<file path="src/rtl/countdown_ctrl.sv">
// Two-digit BCD seconds countdown: loads 00-99, decrements once per sec_pulse while running, flags expiry.
// Latency: every state/count/output change is visible one cycle after the sampling edge.
// Flow control: strobe-driven with no handshake; timer_en gates the upstream secTimer and is high only in RUN.
module countdown_ctrl #(
  parameter logic [3:0] INIT_TENS = 4'd9,
  parameter logic [3:0] INIT_ONES = 4'd9
) (
  input  logic       clk,
  input  logic       rst,
  input  logic       sec_pulse,
  input  logic       load,
  input  logic [3:0] load_tens,
  input  logic [3:0] load_ones,
  input  logic       start,
  input  logic       pause,
  output logic       timer_en,
  output logic [3:0] tens_bcd,
  output logic [3:0] ones_bcd,
  output logic       timeout,
  output logic       done
);

  typedef enum logic [1:0] {
    IDLE  = 2'd0,
    RUN   = 2'd1,
    PAUSE = 2'd2,
    DONE  = 2'd3
  } state_t;

  state_t state;

  logic count_zero;
  logic count_one;

  // Non-BCD digits from the load port saturate at 9 so the count never exceeds 99.
  function automatic logic [3:0] clamp_digit(input logic [3:0] d);
    return (d > 4'd9) ? 4'd9 : d;
  endfunction

  // Count comparisons used by the FSM; both are decoded from registered digits only.
  always_comb begin
    count_zero = (tens_bcd == 4'd0) && (ones_bcd == 4'd0);
    count_one  = (tens_bcd == 4'd0) && (ones_bcd == 4'd1);
  end

  // Control FSM with registered count and outputs; priority is reset > load > pause > start > sec_pulse.
  always_ff @(posedge clk) begin
    if (!rst) begin
      state    <= IDLE;
      tens_bcd <= INIT_TENS;
      ones_bcd <= INIT_ONES;
      timer_en <= 1'b0;
      timeout  <= 1'b0;
      done     <= 1'b0;
    end else begin
      timeout <= 1'b0;
      if (load) begin
        // Load overrides everything else and parks the counter in IDLE.
        tens_bcd <= clamp_digit(load_tens);
        ones_bcd <= clamp_digit(load_ones);
        state    <= IDLE;
        timer_en <= 1'b0;
        done     <= 1'b0;
      end else begin
        case (state)
          IDLE: begin
            // A zero count cannot start; pause beats a coincident start.
            if (!pause && start && !count_zero) begin
              state    <= RUN;
              timer_en <= 1'b1;
            end
          end
          RUN: begin
            if (pause) begin
              state    <= PAUSE;
              timer_en <= 1'b0;
            end else if (sec_pulse && !count_zero) begin
              if (ones_bcd == 4'd0) begin
                ones_bcd <= 4'd9;
                tens_bcd <= tens_bcd - 4'd1;
              end else begin
                ones_bcd <= ones_bcd - 4'd1;
              end
              // Reaching 00 expires the countdown: timeout pulses as done rises.
              if (count_one) begin
                state    <= DONE;
                timer_en <= 1'b0;
                done     <= 1'b1;
                timeout  <= 1'b1;
              end
            end
          end
          PAUSE: begin
            if (!pause && start) begin
              state    <= RUN;
              timer_en <= 1'b1;
            end
          end
          DONE: begin
            // Terminal until load or reset.
            state <= DONE;
          end
          default: begin
            state    <= IDLE;
            timer_en <= 1'b0;
            done     <= 1'b0;
          end
        endcase
      end
    end
  end

endmodule

</file>
<file path="config.mk">
export PLATFORM = sky130hd
export DESIGN_NAME = countdown_ctrl
export DESIGN_NICKNAME = d
export VERILOG_FILES = /design/src/rtl/countdown_ctrl.sv
export SDC_FILE = /design/constraint.sdc
export NUM_CORES = 1
export LEC_CHECK = 0
export ABC_CLOCK_PERIOD_IN_PS = 1900
export CAP_MARGIN = 10
export CORE_MARGIN = 8
export CORE_UTILIZATION = 45
export CTS_CLUSTER_SIZE = 40
export DETAILED_ROUTE_END_ITERATION = 16
export PLACE_DENSITY = 0.77
export REMOVE_ABC_BUFFERS = 1
export SLEW_MARGIN = 20
export SYNTH_ARGS = -nofsm -noshare
export SYNTH_HDL_FRONTEND = slang
export SYNTH_SLANG_ARGS = --single-unit
export TNS_END_PERCENT = 10
</file>
<file path="constraint.sdc">
create_clock -name clk -period 1.9 [get_ports clk]
set_input_delay 0.475 -clock clk [delete_from_list [all_inputs] [get_ports clk]]
set_output_delay 0.475 -clock clk [all_outputs]
set_load 0.02 [all_outputs]
</file>
==> results of run 1 <==
kinds of logic after synthesis:
| group | Yosys count | share of synthesized area (%) |
|---|---|---|
| simple gates | 36 | 28.86 |
| compound gates | 27 | 23.21 |
| flops | 13 | 31.76 |
| buf+inv | 10 | 4.581 |
| fa+ha+maj | 5 | 7.634 |
| mux | 3 | 3.969 |
what timing repair did:
item | CTS | global route
endpoints found under the hold margin | 0 | 0
gates resized for setup | 0 | 5
hold buffers | 0 | 0
setup endpoints to repair | 0 | 3
setup buffers | 0 | 0
layer usage:
layer | GRT usage, % | up-vias
met5 | 0 | -
met4 | 5.119 | 0
met3 | 4.348 | 4
met2 | 20.31 | 21
met1 | 14.12 | 373
li1 | - | 412
power groups by stage:
stage	clock network, mW	registers (mW)	logic [mW]
2_1_floorplan	0	0.317	0.0662
3_3_place_gp	0	0.306	0.156
3_5_place_dp	0	0.307	0.157
4_1_cts	0.176	0.300	0.158
5_1_grt	0.187	0.304	0.175
6_report	0.172	0.302	0.159
cells in the mapped netlist (all sizes together), types with 3 or more instances:
| master | n | area, µm² |
|---|---|---|
| dfxtp | 13 | 260.3 |
| ha | 5 | 62.56 |
| a211oi | 4 | 30.03 |
| inv | 8 | 30.03 |
| nor2b | 4 | 25.02 |
| nor3b | 3 | 27.52 |
| nand3 | 3 | 15.01 |
| o21ai | 5 | 25.02 |
| a21oi | 4 | 20.02 |
| nand2 | 7 | 26.28 |
| nor3 | 4 | 20.02 |
| o21a | 3 | 22.52 |
| nor2 | 6 | 22.52 |
worst min-delay path: cells and delay by family (launching register included):
kind	cells	cell delay, ns
flops	1	0.31
buf+inv	1	0.05
compound gates	1	0.05
placed cells by master, fill, tap and decap left out, types with 2 or more instances in the layout:
master | netlist | layout
clkdlybuf4s50_1 | 0 | 23
a211oi_1 | 4 | 4
nor3_1 | 4 | 4
nand2_1 | 7 | 7
ha_1 | 5 | 4
nor2_1 | 6 | 6
a31oi_1 | 2 | 2
o21a_1 | 3 | 3
inv_1 | 8 | 8
o21ai_0 | 5 | 5
nand3_1 | 3 | 3
and3_1 | 2 | 2
clkbuf_4 | 0 | 3
dfxtp_1 | 13 | 12
nor2b_1 | 4 | 4
buf_4 | 0 | 8
a21oi_1 | 4 | 4
nor3b_1 | 2 | 2
worst min-delay path by stage:
stage | start | end | slack, ns | cells after the start
after floorplan | state[1]$_SDFFE_PP0P_ | state[1]$_SDFFE_PP0P_ | 0.50 | 2
after global placement | done$_SDFFE_PP0P_ | done$_SDFFE_PP0P_ | 0.44 | 2
after detailed placement | done$_SDFFE_PP0P_ | done$_SDFFE_PP0P_ | 0.45 | 2
after CTS | done$_SDFFE_PP0P_ | done$_SDFFE_PP0P_ | 0.46 | 2
after global routing | done$_SDFFE_PP0P_ | done$_SDFFE_PP0P_ | 0.48 | 2
final | done$_SDFFE_PP0P_ | done$_SDFFE_PP0P_ | 0.45 | 2
through the flow:
step	setup TNS [ns]	worst slack, ns
2_1_floorplan	0	0.002834
3_3_place_gp	-0.7180	-0.1295
3_5_place_dp	-0.9160	-0.1627
4_1_cts	0	0.01269
5_1_grt	0	0.001063
6_report	0	0.05315
registers in the layout, summed over array words and instances, names as in the netlist:
name	cells
ones_bcd	4
state	2
timeout	1
done	1
tens_bcd	4
timer_en	1
layout make-up:
cell class	instances	area share [%]
clock buffer	4	2.220
multi-input combinational	71	44.93
timing repair buffer	32	25.58
sequential	13	22.09
inverter	8	2.537
tap	25	2.643
==> results.ini, run 1 <==
[status]
status=complete, no violations

[placed_design]
place_hpwl_um=1579
numPortBuffers=24
gp_congestion=0.8815
placed_area_mm2=0.001144
place_inst=149

[route]
vias_per_cell=5.294
post_drt_wl_per_cell_um=12.86
drc=0
antenna_left=0
first_pass_iters=4
drt_iter0_markers=7
vias=810
route.met3.wl_um=106
drt_wl_total_um=1968
top_layer=met4
met1_length_um=909
wl_met2_um=917

[critical_path]
r2r_start=tens_bcd[1]$_SDFFE_PN0P_
path_class=reg -> out
crit_chain=clkdlybuf4s50_1
crit_fanout=5
crit_path_top_delay_cell=clkdlybuf4s50_1
reg2reg_slack_ns=0.10
cp.arrival_ns=1.37
reg2reg_to=timer_en$_SDFFE_PP0P_
cp.buffers_inverters=1
cp_slowest_stage_delay_ns=0.66
reg2reg_depth=6
crit_cells=1
cp_top_family=buffers and inverters
crit_start=tens_bcd[2]$_SDFFE_PN0P_
crit_end=tens_bcd[2]
cp.required_ns=1.42
startpoint_type=flip-flop
crit_path_end_kind=output port

[layout]
drive_gt1_share_pct=16.41
area_delta_synth_final_pct=44.43
final_cell_area_mm2=0.001184
multiInputGateArea_um2=531.8
nets=148
fillers=149
seq_area_um2=261.5
fin_cells=153
n_antenna_cell=0
final_util_pct=68.55

[synthesis]
syn_avg_cell_area_um2=8.718
yosysWarningCount=0
synth_seq_cells=13
ys.flop_type=dfxtp_1
synth_edf_count=0
yosysSeqAreaShare_pct=31.76
synth_area_um2=819.5
ys_async_sr_fraction_pct=0
syn_inst=94
synth_cell_types=36

[clock_tree]
clock_path_buffers=2
cts_tree=yes
clk_latency_ns=0.28
cts_buffers=3
clock_tree.root_cell=clkbuf_4
htree_levels=1
cts_sinks=13
path_clk_slew_ns=0.07

[timing]
fin_skew_ns=0.005474
max_clock_freq_mhz=541.5
rsz0062_at_grt=false
hold_viol=0
slew_headroom_pct=76.03
slew_violations=0
finalCritPeriodShare_pct=97.20
timing.hold.ws_ns=0.4503
period_minus_slack_ns=1.847
setup_viol=0
worstMarginPinSlew_ns=0.3586

[pwr]
power.total_uw=632.9
combPwrFrac_pct=25.1
swShare_pct=28.15
internal_power_uw=454.8
p_leak_nw=0.4523
powerDensity_mw_per_mm2=534.7
switching_power_uw=178.2
pwr-share-seq_pct=47.7
p_clk_share_pct=27.2
peakVddDrop_mv=0.3445

[global_routing]
grt_max_degree=9
antenna_found_initial=0
grt_pass1_vias=771
grt_usage_pct=12.34
grt_pass1_wl_um=3381
grt_overflow=0

[die]
rows=15
die_y_um=58.68
die_w_um=58.68
io_pins=25
core-area_mm2=0.001727
initial_core_util_pct=47.46
die_area_mm2=0.003443

[job]
cap_violations=0

[min_path]
hold_path_class=reg -> reg

(Power assumes the default switching activity.)
==> run 2: changes to the inputs <==
--- a/config.mk
+++ b/config.mk
@@ -8,10 +8,11 @@
 export ABC_CLOCK_PERIOD_IN_PS = 1900
 export CAP_MARGIN = 10
 export CORE_MARGIN = 8
-export CORE_UTILIZATION = 45
+export CORE_UTILIZATION = 47
+export CTS_BUF_LIST = sky130_fd_sc_hd__clkbuf_8
 export CTS_CLUSTER_SIZE = 40
 export DETAILED_ROUTE_END_ITERATION = 16
-export PLACE_DENSITY = 0.77
+export PLACE_DENSITY = 0.8
 export REMOVE_ABC_BUFFERS = 1
 export SLEW_MARGIN = 20
 export SYNTH_ARGS = -nofsm -noshare
==> results.ini, run 2 (synthesized netlist as in run 1, its figures left out) <==
[status]
status=complete, no violations

[placed_design]
gp_congestion=0.8572  ; -2.8%
place_hpwl_um=1702  ; +7.8%
pre_cts_ws_ns=-0.2083  ; -0.04561 ns
place_inst=145  ; -2.7%
numPortBuffers=24  ; unchanged

[min_path]
holdPathStages=2  ; unchanged
hold_path_class=reg -> reg
hold_start=done$_SDFFE_PP0P_
holdPathEnd=done$_SDFFE_PP0P_

[die]
io_pins=25  ; unchanged
die_w_um=57.76  ; -1.6%
core-area_mm2=0.001689  ; -2.2%
die_y_um=57.76  ; -1.6%
initial_core_util_pct=48.52  ; +1.1 points
rows=15  ; unchanged
die_area_mm2=0.003336  ; -3.1%

[pwr]
switching_power_uw=196.9  ; +11%
pwr-share-seq_pct=41.9  ; -5.8 points
p_clk_share_pct=34.0  ; +6.8 points
internal_power_uw=522.4  ; +15%
swShare_pct=27.38  ; -0.77 points
powerDensity_mw_per_mm2=588.4  ; +10%
peakVddDrop_mv=0.5190  ; +51%
p_leak_nw=0.4777  ; +5.6%
combPwrFrac_pct=24.1  ; -1.0 points
power.total_uw=719.3  ; +14%

[clock_tree]
path_clk_slew_ns=0.06  ; about the same
hold_buffers=0  ; unchanged
clock_path_buffers=2  ; unchanged
cts_setup_buffers=0  ; unchanged
cts_buffers=3  ; unchanged
cts_sinks=13  ; unchanged
clock_tree.root_cell=clkbuf_8
cts_tree=yes
clk_latency_ns=0.24  ; -0.04 ns
htree_levels=1  ; unchanged

[global_routing]
grt_overflow=0  ; unchanged
grt_usage_pct=13.92  ; +1.6 points
grt_pass1_vias=829  ; +7.5%
grt_max_degree=11  ; +2
grt_pass1_wl_um=3698  ; +9.4%
antenna_found_initial=0  ; unchanged

[timing]
period_minus_slack_ns=1.835  ; -0.01168 ns
setup_viol=0  ; unchanged
max_clock_freq_mhz=544.9  ; +0.64%
slew_headroom_pct=71.83  ; -4.2 points
fin_skew_ns=0.003781  ; -0.001692 ns
slew_violations=0  ; unchanged
fin_ws_ns=0.06483  ; +0.01168 ns
hold_viol=0  ; unchanged
worstMarginPinSlew_ns=0.4215  ; +0.06286 ns
finalCritPeriodShare_pct=96.59  ; -0.61 points

[critical_path]
crit_path_top_delay_cell=clkdlybuf4s50_1
startpoint_type=flip-flop
cp_slowest_stage_delay_ns=0.66  ; about the same
crit_fanout=6  ; +1
reg2reg_depth=8  ; +2
cp.arrival_ns=1.36  ; about the same
cp.buffers_inverters=1  ; unchanged
crit_path_end_kind=output port
path_class=reg -> out
cp.required_ns=1.42  ; about the same
cp_top_family=buffers and inverters
reg2reg_to=tens_bcd[3]$_SDFFE_PN1P_
crit_start=ones_bcd[3]$_SDFFE_PN1P_
crit_chain=clkdlybuf4s50_1
reg2reg_slack_ns=0.07  ; -0.03 ns
r2r_start=tens_bcd[1]$_SDFFE_PN0P_

[layout]
top_regs=ones_bcd (4), tens_bcd (4), state (2)
drive_gt1_share_pct=21.21  ; +4.8 points
layout_commonest_cell=clkdlybuf4s50_1
nets=152  ; +2.7%
n_antenna_cell=0  ; unchanged
fillers=140  ; -6.0%
area_delta_synth_final_pct=49.16
fin_cells=149  ; -2.6%
layout_common_cells=24 x clkdlybuf4s50_1, 12 x buf_4, 11 x dfxtp_1

[route]
drt_wl_total_um=2368  ; +20%
drt_iter0_markers=22  ; +15
post_drt_wl_per_cell_um=15.89  ; +24%
vias_per_cell=5.933  ; +12%
first_pass_iters=4  ; unchanged
drc=0  ; unchanged
antenna_left=0  ; unchanged
vias=884  ; +9.1%

[job]
cap_violations=0  ; unchanged

run 2: worst max path at each step:
stage / endpoint / slack (ns) / cells past startpoint
finish: ones_bcd[3] / 0.06 / 1
global route: state[1]$_SDFFE_PP0P_ / -0.008 / 6
CTS: tens_bcd[3]$_SDFFE_PN1P_ / 0.04 / 6
detailed placement: timer_en$_SDFFE_PP0P_ / -0.21 / 5
global placement: timer_en$_SDFFE_PP0P_ / -0.13 / 5
floorplan: timer_en$_SDFFE_PP0P_ / 0.003 / 6
run 2: per-layer routing:
| metal | vias to the layer above | wire, µm | track usage, % | part of all wire, % |
|---|---|---|---|---|
| met1 | 428 | 971 | 14.59 | 41 |
| met2 | 31 | 1212 | 25.72 | 51 |
| met4 | 0 | 23 | 3.147 | 0.97 |
| li1 | 421 | - | - | - |
| met5 | - | 0 | 0 | 0 |
| met3 | 4 | 161 | 5.077 | 6.8 |
run 2: layout make-up:
cell class,count,area (µm²),share of cell area (%)
clock buffers,3,41.29,3.378
clock inverters,1,3.754,0.3071
inverters,8,30.03,2.457
multi-input cells,71,533.0,43.60
flip-flops and latches,13,262.8,21.49
well taps,17,21.27,1.740
repair buffers,36,330.3,27.02
run 2: stage by stage:
stage | instance area, µm² | hold slack [ns] | utilization (%) | TNS, ns
detailed placement | 1164 | 0.4411 | 68.89 | -1.150
finish | 1222 | 0.4467 | 72.37 | 0
floorplan | 812.0 | 0.5019 | - | 0
global placement | 1164 | 0.4322 | 68.89 | -0.7123
CTS | 1214 | 0.4482 | 71.85 | 0
global route | 1222 | 0.4818 | 72.37 | -0.007587
run 2: power by group through the flow:
| stage | Clock (mW) | Sequential [mW] | Combinational (mW) |
|---|---|---|---|
| after floorplan | 0 | 0.317 | 0.0662 |
| after global placement | 0 | 0.306 | 0.161 |
| after detailed placement | 0 | 0.306 | 0.165 |
| after CTS | 0.245 | 0.301 | 0.170 |
| after global routing | 0.258 | 0.303 | 0.187 |
| final | 0.245 | 0.302 | 0.173 |
run 2: repair_timing:
action / in CTS / in global routing
setup endpoints to repair: 1 / 3
resized for setup: 1 / 5
pin swaps: 0 / 2
==> run 3: changes to the inputs <==
--- a/config.mk
+++ b/config.mk
@@ -8,12 +8,13 @@
 export ABC_CLOCK_PERIOD_IN_PS = 1900
 export CAP_MARGIN = 10
 export CORE_MARGIN = 8
-export CORE_UTILIZATION = 47
+export CORE_UTILIZATION = 30
 export CTS_BUF_LIST = sky130_fd_sc_hd__clkbuf_8
 export CTS_CLUSTER_SIZE = 40
 export DETAILED_ROUTE_END_ITERATION = 16
-export PLACE_DENSITY = 0.8
+export PLACE_DENSITY = 0.55
 export REMOVE_ABC_BUFFERS = 1
+export SETUP_SLACK_MARGIN = 0.5
 export SLEW_MARGIN = 20
 export SYNTH_ARGS = -nofsm -noshare
 export SYNTH_HDL_FRONTEND = slang
==> results.ini, run 3 (synthesized netlist as in run 1, its figures left out) <==
[clock_tree]
clk_latency_ns=0.24  ; about the same
clock_path_buffers=2  ; unchanged
hold_buffers=0  ; unchanged
clock_tree.root_cell=clkbuf_8
htree_levels=1  ; unchanged
cts_buffers=3  ; unchanged
cts_tree=yes
path_clk_slew_ns=0.06  ; about the same
cts_sinks=13  ; unchanged

[timing]
slew_headroom_pct=75.49  ; +3.7 points
setup_viol=0  ; unchanged
timing.hold.ws_ns=0.4491  ; +0.002340 ns
final.setup.tns_ns=0  ; unchanged
hold_viol=0  ; unchanged
max_clock_freq_mhz=574.1  ; +5.4%
fin_ws_ns=0.1581  ; +0.09330 ns
period_minus_slack_ns=1.742  ; -0.09330 ns
worstMarginPinSlew_ns=0.3649  ; -0.05656 ns
finalCritPeriodShare_pct=91.68  ; -4.9 points
fin_skew_ns=0.004740  ; +0.0009587 ns
rsz0062_at_grt=true
slew_violations=0  ; unchanged

[layout]
layout_common_cells=17 x buf_4, 13 x clkdlybuf4s50_1, 10 x dlygate4sd2_1
layout_commonest_cell=buf_4
nets=158  ; +3.9%
n_antenna_cell=0  ; unchanged
area_delta_synth_final_pct=65.80
top_regs=ones_bcd (4), tens_bcd (4), state (2)
drive_gt1_share_pct=36.23  ; +15 points

[critical_path]
cp.required_ns=2.06  ; +0.64 ns
path_class=reg -> reg
crit_path_top_delay_cell=dfxtp_2
startpoint_type=flip-flop
cp.arrival_ns=1.90  ; +0.54 ns
reg2reg_slack_ns=0.16  ; +0.09 ns
cp.buffers_inverters=3  ; +2
cp_top_family=simple AND/OR/NAND/NOR gates
crit_chain=inv_2 -> ha_4 -> nor3b_4 -> buf_6 -> nor4_4 -> buf_4 -> mux2_4 -> o32ai_2
cp_slowest_stage_delay_ns=0.34  ; -0.32 ns
crit_path_end_kind=flip-flop
crit_fanout=3  ; -3

[min_path]
hold_path_class=reg -> reg

[die]
core-area_mm2=0.002686  ; +59%
die_y_um=68.27  ; +18%
initial_core_util_pct=30.51  ; -18 points
io_pins=25  ; unchanged
die_w_um=68.27  ; +18%
die_area_mm2=0.004660  ; +40%
rows=19  ; +4

[pwr]
powerDensity_mw_per_mm2=541.5  ; -8.0%
peakVddDrop_mv=0.4690  ; -9.6%
p_leak_nw=0.5474  ; +15%

[status]
status=complete, no violations

[route]
drc=0  ; unchanged
drt_iter0_markers=40  ; +82%
antenna_left=0  ; unchanged
vias=871  ; -1.5%
vias_per_cell=5.154  ; -13%
first_pass_iters=4  ; unchanged
drt_wl_total_um=2415  ; +2.0%
post_drt_wl_per_cell_um=14.29  ; -10%

[global_routing]
grt_overflow=0  ; unchanged
grt_usage_pct=10.68  ; -3.2 points
grt_pass1_wl_um=3829  ; +3.5%
grt_max_degree=10  ; -1
grt_pass1_vias=879  ; +6.0%
antenna_found_initial=0  ; unchanged

[placed_design]
numPortBuffers=24  ; unchanged
pre_cts_ws_ns=-0.1913  ; +0.01707 ns
gp_congestion=0.8217  ; -4.1%
place_hpwl_um=1738  ; +2.1%

[job]
cap_violations=0  ; unchanged

==> run 3: through the flow <==
stage               area [µm²]  util, %  std cells  power (mW)
floorplan                812.0        -         92      0.3832
global placement          1174    43.69        158      0.4709
detailed placement        1174    43.69        158      0.4718
CTS                       1265    47.09        163      0.7267
global route              1359    50.58        169      0.7827
finish                    1359    50.58        169      0.7358
==> run 3: layer usage <==
metal  vias up  GRT usage [%]  share of wire (%)  wire [µm]
li1        436              -                  -          -
met4         0          4.348               0.79         19
met2        24          17.12                 47       1144
met1       409          12.78                 47       1135
met5         -              0                  0          0
met3         2          3.601                4.8        115
==> run 3: tightest hold or removal path: cells and delay by family, from the launching register on <==
kind	cells	cell delay (ns)
DFF	1	0.30
AOI/OAI and AO/OA	1	0.05
buffers and inverters	1	0.04
==> run 3: layout make-up <==
class,instances,area (µm²)
Multi-Input combinational cell,71,616.8
Clock inverter,1,3.754
Timing Repair Buffer,42,361.6
Sequential cell,13,266.5
Clock buffer,3,41.29
Tap cell,31,38.79
Inverter,8,30.03
Fill cell,268,1328
==> run 3: repair_timing <==
action | 4_1_cts | 5_1_grt
cloned | 0 | 0
buffers inserted | 1 | 6
pin swaps | 4 | 2
gates resized for setup | 30 | 11
endpoints found under the hold margin | 0 | 0
endpoints found under the setup margin | 24 | 23
==> run 3: path summary, 6_finish.rpt <==
path | to | depth (start not counted) | startpoint
max | tens_bcd[1]$_SDFFE_PN0P_ | 8 | tens_bcd[1]$_SDFFE_PN0P_
min | done$_SDFFE_PP0P_ | 2 | done$_SDFFE_PP0P_
max reg2reg | tens_bcd[1]$_SDFFE_PN0P_ | 8 | tens_bcd[1]$_SDFFE_PN0P_
min reg2reg | done$_SDFFE_PP0P_ | 2 | done$_SDFFE_PP0P_
==> run 3: where the power goes <==
group,switching (mW),internal (mW)
registers,0.0169,0.288
logic,0.0873,0.101
clock network,0.101,0.143
